<file path="src/rtl/mem_stage.sv">
// Memory-access pipeline stage: latches the execute payload, holds the
// synchronous SRAM read data across stalls, extracts and extends sub-word
// loads, and selects the final result for writeback and forwarding.
module mem_stage #(
  parameter int ES2MS_W = 71,
  parameter int MS2WS_W = 70
) (
  input  logic               clk,
  input  logic               reset,
  input  logic               es2ms_valid,
  output logic               ms_allowin,
  input  logic [ES2MS_W-1:0] es2ms_bus,
  input  logic               es_res_from_mul,
  input  logic [31:0]        es_mul_result,
  input  logic [2:0]         es_ld_op,
  input  logic [31:0]        data_sram_rdata,
  input  logic               ws_allowin,
  output logic               ms2ws_valid,
  output logic [MS2WS_W-1:0] ms2ws_bus,
  output logic [4:0]         mem_dest,
  output logic               mem_rf_we,
  output logic [31:0]        mem_fwd_data
);

  logic        ms_valid;
  logic        ms_ready_go;
  logic        ms_latch;

  logic [31:0] ms_pc;
  logic [31:0] ms_alu_result;
  logic        ms_res_from_mem;
  logic [4:0]  ms_dest;
  logic        ms_gr_we;
  logic        ms_res_from_mul;
  logic [31:0] ms_mul_result;
  logic [2:0]  ms_ld_op;

  logic [31:0] rdata_buf;
  logic        rdata_held;
  logic        rdata_capture;

  logic [31:0] ld_raw;
  logic [7:0]  ld_byte;
  logic [15:0] ld_half;
  logic [31:0] ld_data;
  logic [31:0] final_result;

  assign ms_ready_go = 1'b1;
  assign ms_allowin  = ~ms_valid | (ms_ready_go & ws_allowin);
  assign ms2ws_valid = ms_valid & ms_ready_go;
  assign ms_latch    = es2ms_valid & ms_allowin;

  // Capture SRAM data on the first cycle a load sits here; later cycles
  // would see whatever execute's next request returned.
  assign rdata_capture = ms_valid & ms_res_from_mem & ~rdata_held;

  // Stage valid bit: advances only when the stage can accept.
  always_ff @(posedge clk) begin
    if (reset) begin
      ms_valid <= 1'b0;
    end else if (ms_allowin) begin
      ms_valid <= es2ms_valid;
    end
  end

  // Payload registers: load on handshake, otherwise hold.
  always_ff @(posedge clk) begin
    if (reset) begin
      ms_pc           <= '0;
      ms_alu_result   <= '0;
      ms_res_from_mem <= 1'b0;
      ms_dest         <= '0;
      ms_gr_we        <= 1'b0;
      ms_res_from_mul <= 1'b0;
      ms_mul_result   <= '0;
      ms_ld_op        <= '0;
    end else if (ms_latch) begin
      ms_pc           <= es2ms_bus[70:39];
      ms_alu_result   <= es2ms_bus[38:7];
      ms_res_from_mem <= es2ms_bus[6];
      ms_dest         <= es2ms_bus[5:1];
      ms_gr_we        <= es2ms_bus[0];
      ms_res_from_mul <= es_res_from_mul;
      ms_mul_result   <= es_mul_result;
      ms_ld_op        <= es_ld_op;
    end
  end

  // Read-data hold buffer; a newly latched instruction clears the held flag
  // even if a capture happens in the same cycle.
  always_ff @(posedge clk) begin
    if (reset) begin
      rdata_buf  <= '0;
      rdata_held <= 1'b0;
    end else begin
      if (rdata_capture) begin
        rdata_buf  <= data_sram_rdata;
        rdata_held <= 1'b1;
      end
      if (ms_latch) begin
        rdata_held <= 1'b0;
      end
    end
  end

  assign ld_raw = rdata_held ? rdata_buf : data_sram_rdata;

  // Byte/halfword lane selection by the low address bits.
  always_comb begin
    ld_byte = ld_raw[7:0];
    case (ms_alu_result[1:0])
      2'd0:    ld_byte = ld_raw[7:0];
      2'd1:    ld_byte = ld_raw[15:8];
      2'd2:    ld_byte = ld_raw[23:16];
      default: ld_byte = ld_raw[31:24];
    endcase
    ld_half = ms_alu_result[1] ? ld_raw[31:16] : ld_raw[15:0];
  end

  // Sign/zero extension by load type; unknown codes behave as ld.w.
  always_comb begin
    ld_data = ld_raw;
    case (ms_ld_op)
      3'b001:  ld_data = {{16{ld_half[15]}}, ld_half};
      3'b010:  ld_data = {16'h0000, ld_half};
      3'b011:  ld_data = {{24{ld_byte[7]}}, ld_byte};
      3'b100:  ld_data = {24'h000000, ld_byte};
      default: ld_data = ld_raw;
    endcase
  end

  // Final result select: memory over multiplier over ALU.
  always_comb begin
    final_result = ms_alu_result;
    if (ms_res_from_mem) begin
      final_result = ld_data;
    end else if (ms_res_from_mul) begin
      final_result = ms_mul_result;
    end
  end

  assign ms2ws_bus    = {ms_pc, final_result, ms_dest, ms_gr_we};
  assign mem_rf_we    = ms_valid & ms_gr_we;
  assign mem_dest     = (ms_valid & ms_gr_we) ? ms_dest : 5'd0;
  assign mem_fwd_data = final_result;

endmodule

</file>
<file path="config.mk">
export PLATFORM = sky130hd
export DESIGN_NAME = mem_stage
export DESIGN_NICKNAME = d
export VERILOG_FILES = /design/src/rtl/mem_stage.sv
export SDC_FILE = /design/constraint.sdc
export NUM_CORES = 1
export LEC_CHECK = 0
export BUFFER_PORTS_ARGS = -buffer_cell sky130_fd_sc_hd__buf_2
export CORE_ASPECT_RATIO = 2
export CORE_UTILIZATION = 45
export DETAILED_ROUTE_END_ITERATION = 10
export GPL_TIMING_DRIVEN = 0
export PLACE_DENSITY = 0.77
export REMOVE_ABC_BUFFERS = 1
export SYNTH_ARGS = -nofsm -noshare
export SYNTH_HDL_FRONTEND = slang
export SYNTH_SLANG_ARGS = --single-unit
</file>
<file path="constraint.sdc">
create_clock -name clk -period 1.8 [get_ports clk]
set_clock_uncertainty 0.05 [all_clocks]
set_input_delay 0.09 -clock clk [delete_from_list [all_inputs] [get_ports clk]]
set_output_delay 0.09 -clock clk [all_outputs]
set_load 0.01 [all_outputs]
</file>
=== Yosys cells after proc, flatten, opt, wreduce, memory -nomap -nowiden ===
Index checks and enable logic that the tools add are counted.

* Reduce and logical (&&, ||, !) cells: 2
* Equality and inequality tests: 6
* Multiplexer cells: 7
* Bitwise operators: 7

{| class="wikitable"
|+ Operator list
! cell !! number
|-
| $pmux W32 S4 || 1
|-
| $mux W32 || 3
|-
| $pmux W8 S3 || 1
|-
| $mux W16 || 1
|-
| $eq A3 B2 Y1 const B || 2
|-
| $mux W5 || 1
|-
| $and A1 B1 Y1 || 4
|-
| $eq A3 B1 Y1 const B || 1
|-
| $eq A3 B3 Y1 const B || 1
|-
| $eq A2 B1 Y1 const B || 1
|-
| $eq A2 B2 Y1 const B || 1
|-
| $logic_not A2 Y1 || 1
|-
| $not A1 Y1 || 2
|-
| $reduce_or A2 Y1 || 1
|-
| $or A1 B1 Y1 || 1
|}

* Bits of input ports: 143
* Word-level logic and storage cells: 33
* Register bits: 141
* Output and inout port bits: 110

=== Depth between registers and ports, before layout ===
Gate-level depths: netlist of run 1.

* Depth in word-level cells: 4
* Mapped depth: 8
* Mapped depth without buffers: 4

=== Worst setup path after synthesis of run 1 ===
Ideal clock, no wire load.

* Kind: register -> output
* Start point: register rdata_held
* End point: output ms2ws_bus[14]
* Stages on the path, launching flop included: 8
* Slack: -0.256 ns
* Path buffers: 3
* Arrival: 1.916 ns
* Cell sequence: dfxtp_1 > buf_6 > mux2i_1 > mux4_2 > or2_1 > buf_2 > a22oi_1 > buf_4

* Cells in the longest elaborated chain, start to end: 4

{| class="wikitable"
|+ Ends and longest elaborated chain
! element !! RTL line !! source
|-
| from (decl) || 39 || <nowiki>logic rdata_held;</nowiki>
|-
| from (signal assigned) || 94 || <nowiki>rdata_held <= 1'b0;</nowiki>
|-
| from (signal assigned) || 98 || <nowiki>rdata_held <= 1'b1;</nowiki>
|-
| from (signal assigned) || 101 || <nowiki>rdata_held <= 1'b0;</nowiki>
|-
| $mux W32 * || 106 || <nowiki>assign ld_raw = rdata_held ? rdata_buf : data_sram_rdata;</nowiki>
|-
| $pmux W8 S3 or $mux W16 (tied branches) || 111, 117 ||
|-
| $pmux W32 S4 * || 123 || <nowiki>case (ms_ld_op)</nowiki>
|-
| $mux W32 * || 135 || <nowiki>if (ms_res_from_mem) begin</nowiki>
|-
| to (decl) || 19 || <nowiki>output logic [MS2WS_W-1:0] ms2ws_bus,</nowiki>
|}

Mark *: on every way between the ends. The rest lies on a longest branch, timed or not.

=== Worst setup path after layout of run 1 ===
* Start point: register rdata_held
* End point: output ms2ws_bus[21]

Same word-level chain as after synthesis.

==> results of run 1 <==
path summary, 6_finish.rpt:
kind                                         startpoint                   endpoint  slack [ns]
worst min register to register    ms_pc[0]$_SDFFE_PP0P_      ms_pc[0]$_SDFFE_PP0P_        0.40
worst min-delay path                         ws_allowin   ms2ws_valid$_SDFFE_PP0N_        0.08
worst max register to register  rdata_held$_SDFFE_PP0P_  rdata_buf[2]$_SDFFE_PP0P_        0.03
worst max-delay path            rdata_held$_SDFFE_PP0P_              ms2ws_bus[21]       -0.80
repair_timing:
action,4_1_cts,5_1_grt
endpoints found under the setup margin,170,167
pin swaps,9,7
resized for setup,80,53
gates cloned,4,6
setup buffers,22,8
endpoints found under the hold margin,140,0
hold buffers,140,0
area by class of cell:
class	count	area, um^2	area share (%)
clock buffers	19	453	4.08
clock inverters	13	164	1.48
inverters	4	35.0	0.315
multi-input cells	630	4070	36.6
flip-flops and latches	141	2850	25.7
well taps	195	244	2.20
repair buffers	430	3290	29.6
repair inverters	1	8.76	0.0788
flip-flops by register name, indices dropped and copies added, names as in the netlist:
name / flops
ms_alu_result: 32
ms_mul_result: 32
ms_pc: 32
rdata_buf: 32
ms_dest: 5
ms_ld_op: 3
ms2ws_valid: 1
ms_gr_we: 1
ms_res_from_mem: 1
ms_res_from_mul: 1
rdata_held: 1
metal layers:
layer  global-route usage [%]  vias to the layer above  routed length (um)
met2                     58.4                      512               14900
li1                         -                     3669                   -
met3                     6.44                      175                2020
met4                     24.4                        2                1950
met5                        0                        -                  15
met1                     33.7                     3761                9270
cell families (layout without fill, tap and decap cells):
group / count (synthesis) / count (layout) / synth area share (%)
muxes: 80 / 80 / 12.2
and+or+nand+nor: 329 / 334 / 18.8
xor gates and xnor gates: 2 / 2 / 0.254
DFF: 141 / 141 / 40.9
buffers and inverters: 108 / 467 / 8.26
AOI/OAI and AO/OA: 213 / 213 / 19.4
adders and majority gates: 1 / 1 / 0.145
power by group:
group | switching [mW] | leakage (nW) | total (mW) | internal (mW)
registers | 0.133 | 1.16 | 3.41 | 3.27
logic | 1.04 | 3.15 | 2.06 | 1.02
clock network | 1.46 | 0.300 | 3.72 | 2.26
per-stage QoR:
step | area (um^2) | setup TNS, ns
after floorplan | 6350 | -208.34
after global placement | 7860 | -418.44
after detailed placement | 8000 | -143.83
after CTS | 10600 | -41.03
after global routing | 11100 | -46.32
final | 11100 | -44.04
cell usage in the layout, fill, tap and decap left out, types with 3 or more instances in the layout:
cell                            instances
sky130_fd_sc_hd__buf_4                 21
sky130_fd_sc_hd__nor2_1                18
sky130_fd_sc_hd__dfxtp_1              132
sky130_fd_sc_hd__buf_16                 4
sky130_fd_sc_hd__mux2_2                15
sky130_fd_sc_hd__a21oi_1              152
sky130_fd_sc_hd__clkinv_4               4
sky130_fd_sc_hd__nor3_1                 9
sky130_fd_sc_hd__mux2i_1               54
sky130_fd_sc_hd__dlygate4sd3_1        140
sky130_fd_sc_hd__and2_4                 5
sky130_fd_sc_hd__clkbuf_16             19
sky130_fd_sc_hd__buf_6                 29
sky130_fd_sc_hd__a221oi_2               3
sky130_fd_sc_hd__o32a_1                 8
sky130_fd_sc_hd__dfxtp_4                7
sky130_fd_sc_hd__mux2i_4                8
sky130_fd_sc_hd__buf_2                229
sky130_fd_sc_hd__o41ai_1                6
sky130_fd_sc_hd__buf_12                 4
sky130_fd_sc_hd__nand2_1              280
sky130_fd_sc_hd__clkinv_2               3
sky130_fd_sc_hd__a21oi_2                5
sky130_fd_sc_hd__and3_1                 6
sky130_fd_sc_hd__a2bb2oi_4             12
sky130_fd_sc_hd__a2bb2oi_2              4
sky130_fd_sc_hd__bufinv_16              3
sky130_fd_sc_hd__a221oi_1               4
sky130_fd_sc_hd__a22oi_2                8
tightest hold or removal path, stage by stage:
cell	delay [ns]
sky130_fd_sc_hd__buf_2	0.07
sky130_fd_sc_hd__nand2b_2	0.24
sky130_fd_sc_hd__a21oi_1	0.10
==> results.md, run 1 <==
- The count of buffers from port buffering is 252.
- The die is 89.6 um wide.
- In this run the core area contains 63 standard-cell rows.
- The transition time at the pin with the least slew margin is 0.674 ns.
- The required time reported for the critical path endpoint is 1.66 ns.
- Counting distinct cell types in the post-synthesis netlist gives 42.
- The warning count from the yosys run is 0.
- For this run, the slowest stage of the critical path takes 0.53 ns.
- The number of stages on the worst setup path is 6.
- The top cell type's share of synthesized area is 40.9%.
- The global-route wire length before repair is 39800 um.
- The flow ran to the end, but the final reports show violations.
- Dividing the final minimum period by the clock period gives 145%.
- The number of vias after detailed routing is 8119.
- The via count of the first global-routing pass is 7857.
- The H-tree was split into 4 levels.
- Counting instances in the post-synthesis netlist gives the leading cell types as 282 x sky130_fd_sc_hd__nand2_1, 157 x sky130_fd_sc_hd__a21oi_1, 141 x sky130_fd_sc_hd__dfxtp_1.
- After detailed routing, the average wire length per cell comes to 19.6 um.
- The final period demand of the worst path is 2.60 ns.
- Summed over all layers, the routed wires come to 28100 um.
- The launching element type of the critical path is a register.
- The max-capacitance violation count is 0.
- The worst hold path was traced through 3 stages.
- The fill cell instance count of the final layout is 939.
- The number of instances in the synthesized netlist is 874.
- The global router's overall resource usage is 33.3%.
- The detailed-route DRC error count is 0.
- Timing would allow up to 384 MHz.
- Using the TritonRoute via totals, the vias-per-cell ratio works out to 5.67.
- Once the floorplan was initialized, standard cells occupied 46.4% of the core.
- After clock tree synthesis, the clock-pin slew on the worst setup and hold paths is 0.06 ns.
- In this run the power density over the cells is 827 nW/um^2.
- The fraction of layout instances using a drive strength above 1 is 33.7%.
- Once layout is complete, the utilization of the core stands at 74.6%.
- The master of the slowest instance on the critical path is sky130_fd_sc_hd__mux4_2.
- The cell family with the largest share of critical-path delay is multiplexers.
- In the post-synthesis netlist, the biggest area contributors are sky130_fd_sc_hd__dfxtp_1 41%, sky130_fd_sc_hd__nand2_1 15%, sky130_fd_sc_hd__a21oi_1 11%.
- Pin placement for this block handled 253 I/O pins.
- The maximum root-to-sink buffer count is 2.
- The register area share after synthesis is 40.9%.
- The post-route antenna net violation count is 0.
- Setup slack on the critical path of the routed design comes to -0.803 ns.
- The finished layout holds 1433 standard cells, fillers aside.
- IR analysis of the VDD net gives a maximum drop of 0.784 mV.
- By instance count, the leading cell after synthesis is sky130_fd_sc_hd__nand2_1.
- The setup slack after placement is -2.20 ns.
- The min-delay analysis places its worst path in the category input port to register.
- The count of inserted antenna diode cells is 0.
- The height of the chip is 177 um.
- The number of iterations in the first detailed-routing pass is 8.
- The placed instance count is 1222.
- The cell accounting for the most synthesized area is sky130_fd_sc_hd__dfxtp_1.
- The area of the placeable core is 14900 um^2.
- The top flip-flop cell by instance count after synthesis is sky130_fd_sc_hd__dfxtp_1.
- The remaining global-route overflow is 0.
- In this run, the number of DRC markers left after iteration 0 of detailed routing was 517.
- The buffer and inverter count on the worst path is 2.
- Setup repair after global routing could not meet its margin everywhere.
- The synthesis-stage register bit count is 141.
- In this run, CTS created clock tree buffers numbering 17.
- The area added between synthesis and finish is 60.9%.
- TritonCTS built the clock tree.
- The half-perimeter wire length after detailed placement is 14300 um.
- The completed layout was analyzed and its total power is 9.19 mW.
- The die covers 15900 um^2.
- The initial antenna violation count is 1.
- Entering global routing, the biggest net connects 82 pins.
- The biggest fanout along the worst timing path is 8.
- The number of cells on the worst reg-to-reg path is 7.
- The worst setup path is captured at a primary output.
- The data arrival at the endpoint of the critical path is 2.46 ns.
- After the last flow step, the layout net total stands at 1368.
- Yosys mapped a number of flops with a built-in enable equal to 0.
- The async set-or-reset flop fraction in the synthesized netlist is 0%.
- The worst setup path is of the register to primary output kind.
- The count of endpoints failing setup in the final report is 64.
- The post-route worst hold slack is 0.0752 ns.
- Headroom to the max-slew limit came out at 55.1%.
- The final reports fail on negative setup slack.
- The clock latency on the worst-skew pair is 0.42 ns.
- Summed over all cells, the static leakage comes to 4.61 nW.
- The tree built by TritonCTS fans out to 141 sinks.
- The global placer's final weighted congestion is 0.820.
- The mean area per synthesized cell is 7.90 um^2.
- The root cell of the clock tree is sky130_fd_sc_hd__clkbuf_16.
- The number of max-slew violations in the final report came to 0.
- The synthesized netlist occupies a cell area of 6910 um^2.
- The hold violation count in the final report is 0.
- Walking the worst path, the cells encountered are mux2i_4 > mux4_2 > buf_4 > or2_4 > a22oi_2 > buf_2.
Note: power is estimated with default switching activity, not from simulation.
==> inputs of run 2 (changes only) <==
CTS_BUF_LIST = sky130_fd_sc_hd__clkbuf_16   (was unset)
==> run 2 against run 1 <==
  * The run still ends with negative setup slack left
  * Die area is the same
  * Sequential power is essentially flat
  * Sequential cell count is the same
  * First-iteration DRC count grew 22%
  * Cell area shrank 0.82%
  * Core utilization shrank 0.61 points
  * Global-route usage shrank 0.91 points
  * Routed wire length grew 0.36%
  * Combinational power shrank 5%
  * Critical path type unchanged
  * Largest cell class unchanged
==> results.md, run 2 (same netlist as run 1, synthesis figures left out) <==
- The flow ran to the end, but the final reports show violations.
- The final reports fail on negative setup slack.
- For the worst setup path, the data required time is 1.66 ns.
- The total number of placement rows is 63.
- The critical hold path startpoint is ws_allowin.
- The number of vias after detailed routing is 8113.
- The cell family with the largest share of critical-path delay is multiplexers.
- The placed instance count is 1222.
- In this run the static leakage power is 4.63 nW.
- The maximum root-to-sink buffer count is 2.
- In the layout the commonest cells are 280 x sky130_fd_sc_hd__nand2_1, 250 x sky130_fd_sc_hd__buf_2, 149 x sky130_fd_sc_hd__a21oi_1, 140 x sky130_fd_sc_hd__dlygate4sd3_1, 132 x sky130_fd_sc_hd__dfxtp_1.
- The global router's overall resource usage is 32.4%.
- The signal on the critical path passes through mux2i_2 > mux4_2 > o211ai_4 > buf_12 > a2bb2oi_2 > buf_2.
- The number of iterations in the first detailed-routing pass is 5.
- The final wirelength is 28200 um.
- The path class of the lowest-slack min-delay path is input port to register.
- The largest single stage delay on the critical path is 0.53 ns.
- The HPWL after detailed placement is 14300 um.
- Counting the buffers created by CTS gives 17.
- In this run the tightest slew margin relative to its limit is 56.3%.
- The worst hold path stage count is 3.
- The leading cell type in the layout, fill and taps excluded is sky130_fd_sc_hd__nand2_1.
- In this run the power density over the cells is 819 nW/um^2.
- TritonCTS built the clock tree.
- The number of vias per cell is 5.63.
- The initial antenna violation count is 0.
- From bottom edge to top edge, the die measures 177 um.
- The global placer's final weighted congestion is 0.820.
- Data arrives at the worst endpoint at 2.36 ns.
- The die boundary width is 89.6 um.
- The number of max-slew violations in the final report is 0.
- The count of buffers from port buffering is 252.
- The starting density of the core is 46.4%.
- Among all stages on the critical path, the largest delay is contributed by sky130_fd_sc_hd__mux4_2.
- The post-route antenna net violation count is 0.
- For this run, the number of standard cells in the final layout without fillers is 1441.
- For this block, the initial DRC count from the detailed router was 632.
- The launching element type of the critical path is a register.
- For this run, the top clock speed supported by timing is 399 MHz.
- Compared with the post-synthesis result, the final layout area differs by 59.5%.
- Entering global routing, the biggest net connects 82 pins.
- The final layout net count is 1376.
- The global-route wire length before repair is 38900 um.
- The critical path crosses 6 cells after its start point.
- The via count of the first global-routing pass is 7886.
- The area used by sequential logic in the layout is 2850 um^2.
- The depth of the worst register-to-register path is 8.
- STA classifies the critical path endpoint as a primary output.
- In this run the count of I/O pins placed on the die edge is 253.
- The number of levels in the clock H-tree is 4.
- The final period utilization is 139%.
- The hold violation count in the final report came to 0.
- Setup violations remaining at the end of the flow were counted as 66.
- The buffer and inverter count on the worst path is 2.
- The final instance area is 11000 um^2.
- The maximum resistive drop on vdd is 0.697 mV.
- The placed instances occupy a cell area of 8000 um^2.
- The routed design could run at a clock period as short as 2.50 ns.
- The remaining global-route overflow is 0.
- The fill cell instance count of the final layout is 957.
- In the final routed layout, each cell accounts on average for 19.6 um.
- In this run the critical register-to-register path is launched from rdata_held$_SDFFE_PP0P_.
- Setup repair after global routing could not meet its margin everywhere.
- The tool flagged a number of max-cap violations equal to 0.
- In the final layout, the multi-input gates occupy 4030 um^2.
- The post-route worst hold slack is 0.0262 ns.
- At the later pin of the worst-skew pair, clock insertion delay measures 0.43 ns.
- The number of sinks handled by clock tree synthesis is 141.
- The floorplan step defined a core boundary enclosing 14900 um^2.
- The fraction of the core area covered by cells at the end of the flow is 73.9%.
- The repair_antennas step left the layout with diodes totalling 0.
- The start-to-end type of the worst setup path is register to primary output.
- The first element of the critical path is rdata_held$_SDFFE_PP0P_.
- In the routed design, unresolved DRC markers number 0.
- The cell sitting at the root of the clock tree is a sky130_fd_sc_hd__clkbuf_16.
- The post-route worst setup slack is -0.704 ns.
- The transition time at the pin with the least slew margin is 0.656 ns.
- After clock tree synthesis, the clock-pin slew on the worst setup and hold paths is 0.06 ns.
- The die footprint is 15900 um^2.
- The biggest fanout along the worst timing path is 13.
- The fraction of layout instances using a drive strength above 1 is 35.0%.
## run 2: changes by cell type in the layout (fill, tap and decap cells not counted), moves of 3 or more
| cell | before | now |
|---|---|---|
| sky130_fd_sc_hd__a21oi_1 | 152 | 149 |
| sky130_fd_sc_hd__mux2i_2 | 1 | 4 |
| sky130_fd_sc_hd__nor3_1 | 9 | 6 |
| sky130_fd_sc_hd__nor3_2 | 1 | 4 |
| sky130_fd_sc_hd__a2bb2oi_4 | 12 | 1 |
| sky130_fd_sc_hd__buf_2 | 229 | 250 |
| sky130_fd_sc_hd__buf_6 | 29 | 7 |
| sky130_fd_sc_hd__a2bb2oi_2 | 4 | 15 |
| sky130_fd_sc_hd__buf_4 | 21 | 27 |
## run 2: path summary, 6_finish.rpt
| check | end | slack (ns) |
|---|---|---|
| worst max-delay path | mem_fwd_data[26] | -0.70 |
| worst min-delay path | ms2ws_valid$_SDFFE_PP0N_ | 0.03 |
| worst max register to register | rdata_buf[12]$_SDFFE_PP0P_ | -0.01 |
| worst min register to register | ms_mul_result[28]$_SDFFE_PP0P_ | 0.40 |
## run 2: what timing repair did
item	4_1_cts	5_1_grt
gates cloned	3	7
resized for setup	85	37
pin swaps	13	13
buffers inserted	19	18
endpoints found under the setup margin	170	162
hold buffers	140	0
endpoints found under the hold margin	140	0
## run 2: final cells by class
class / instances / share of cell area, %
inverter: 4 / 0.318
timing repair inverter: 1 / 0.0795
sequential: 141 / 25.9
multi-input combinational: 630 / 36.6
timing repair buffer: 438 / 29.5
tap: 195 / 2.21
clock buffer: 17 / 3.86
clock inverter: 15 / 1.56
## run 2: worst register-to-register path, stage by stage (launching register included)
cell	delay, ns
sky130_fd_sc_hd__dfxtp_4	0.39
sky130_fd_sc_hd__buf_4	0.15
sky130_fd_sc_hd__buf_8	0.14
sky130_fd_sc_hd__clkbuf_16	0.18
sky130_fd_sc_hd__nor2b_4	0.14
sky130_fd_sc_hd__buf_12	0.16
sky130_fd_sc_hd__and2_2	0.29
sky130_fd_sc_hd__nand2_1	0.10
sky130_fd_sc_hd__a21oi_1	0.14
## run 2: where the power goes
group	internal, mW	switching, mW	leakage, nW
Clock	2.18	1.48	0.288
Sequential	3.27	0.130	1.16
Combinational	0.942	1.02	3.18
## run 2: through the flow
step	TNS, ns	worst slack [ns]	power [mW]
5_1_grt	-43.77	-0.767	9.31
3_3_place_gp	-418.44	-2.32	4.77
6_report	-39.78	-0.704	9.02
3_5_place_dp	-143.83	-2.20	4.81
2_1_floorplan	-208.34	-1.34	4.17
4_1_cts	-37.40	-0.680	8.79
## run 2: layer usage
metal	wire, um	track usage, %
met1	9580	32.1
met2	14700	57.5
met3	2010	5.92
met4	1970	24.1
met5	0	0
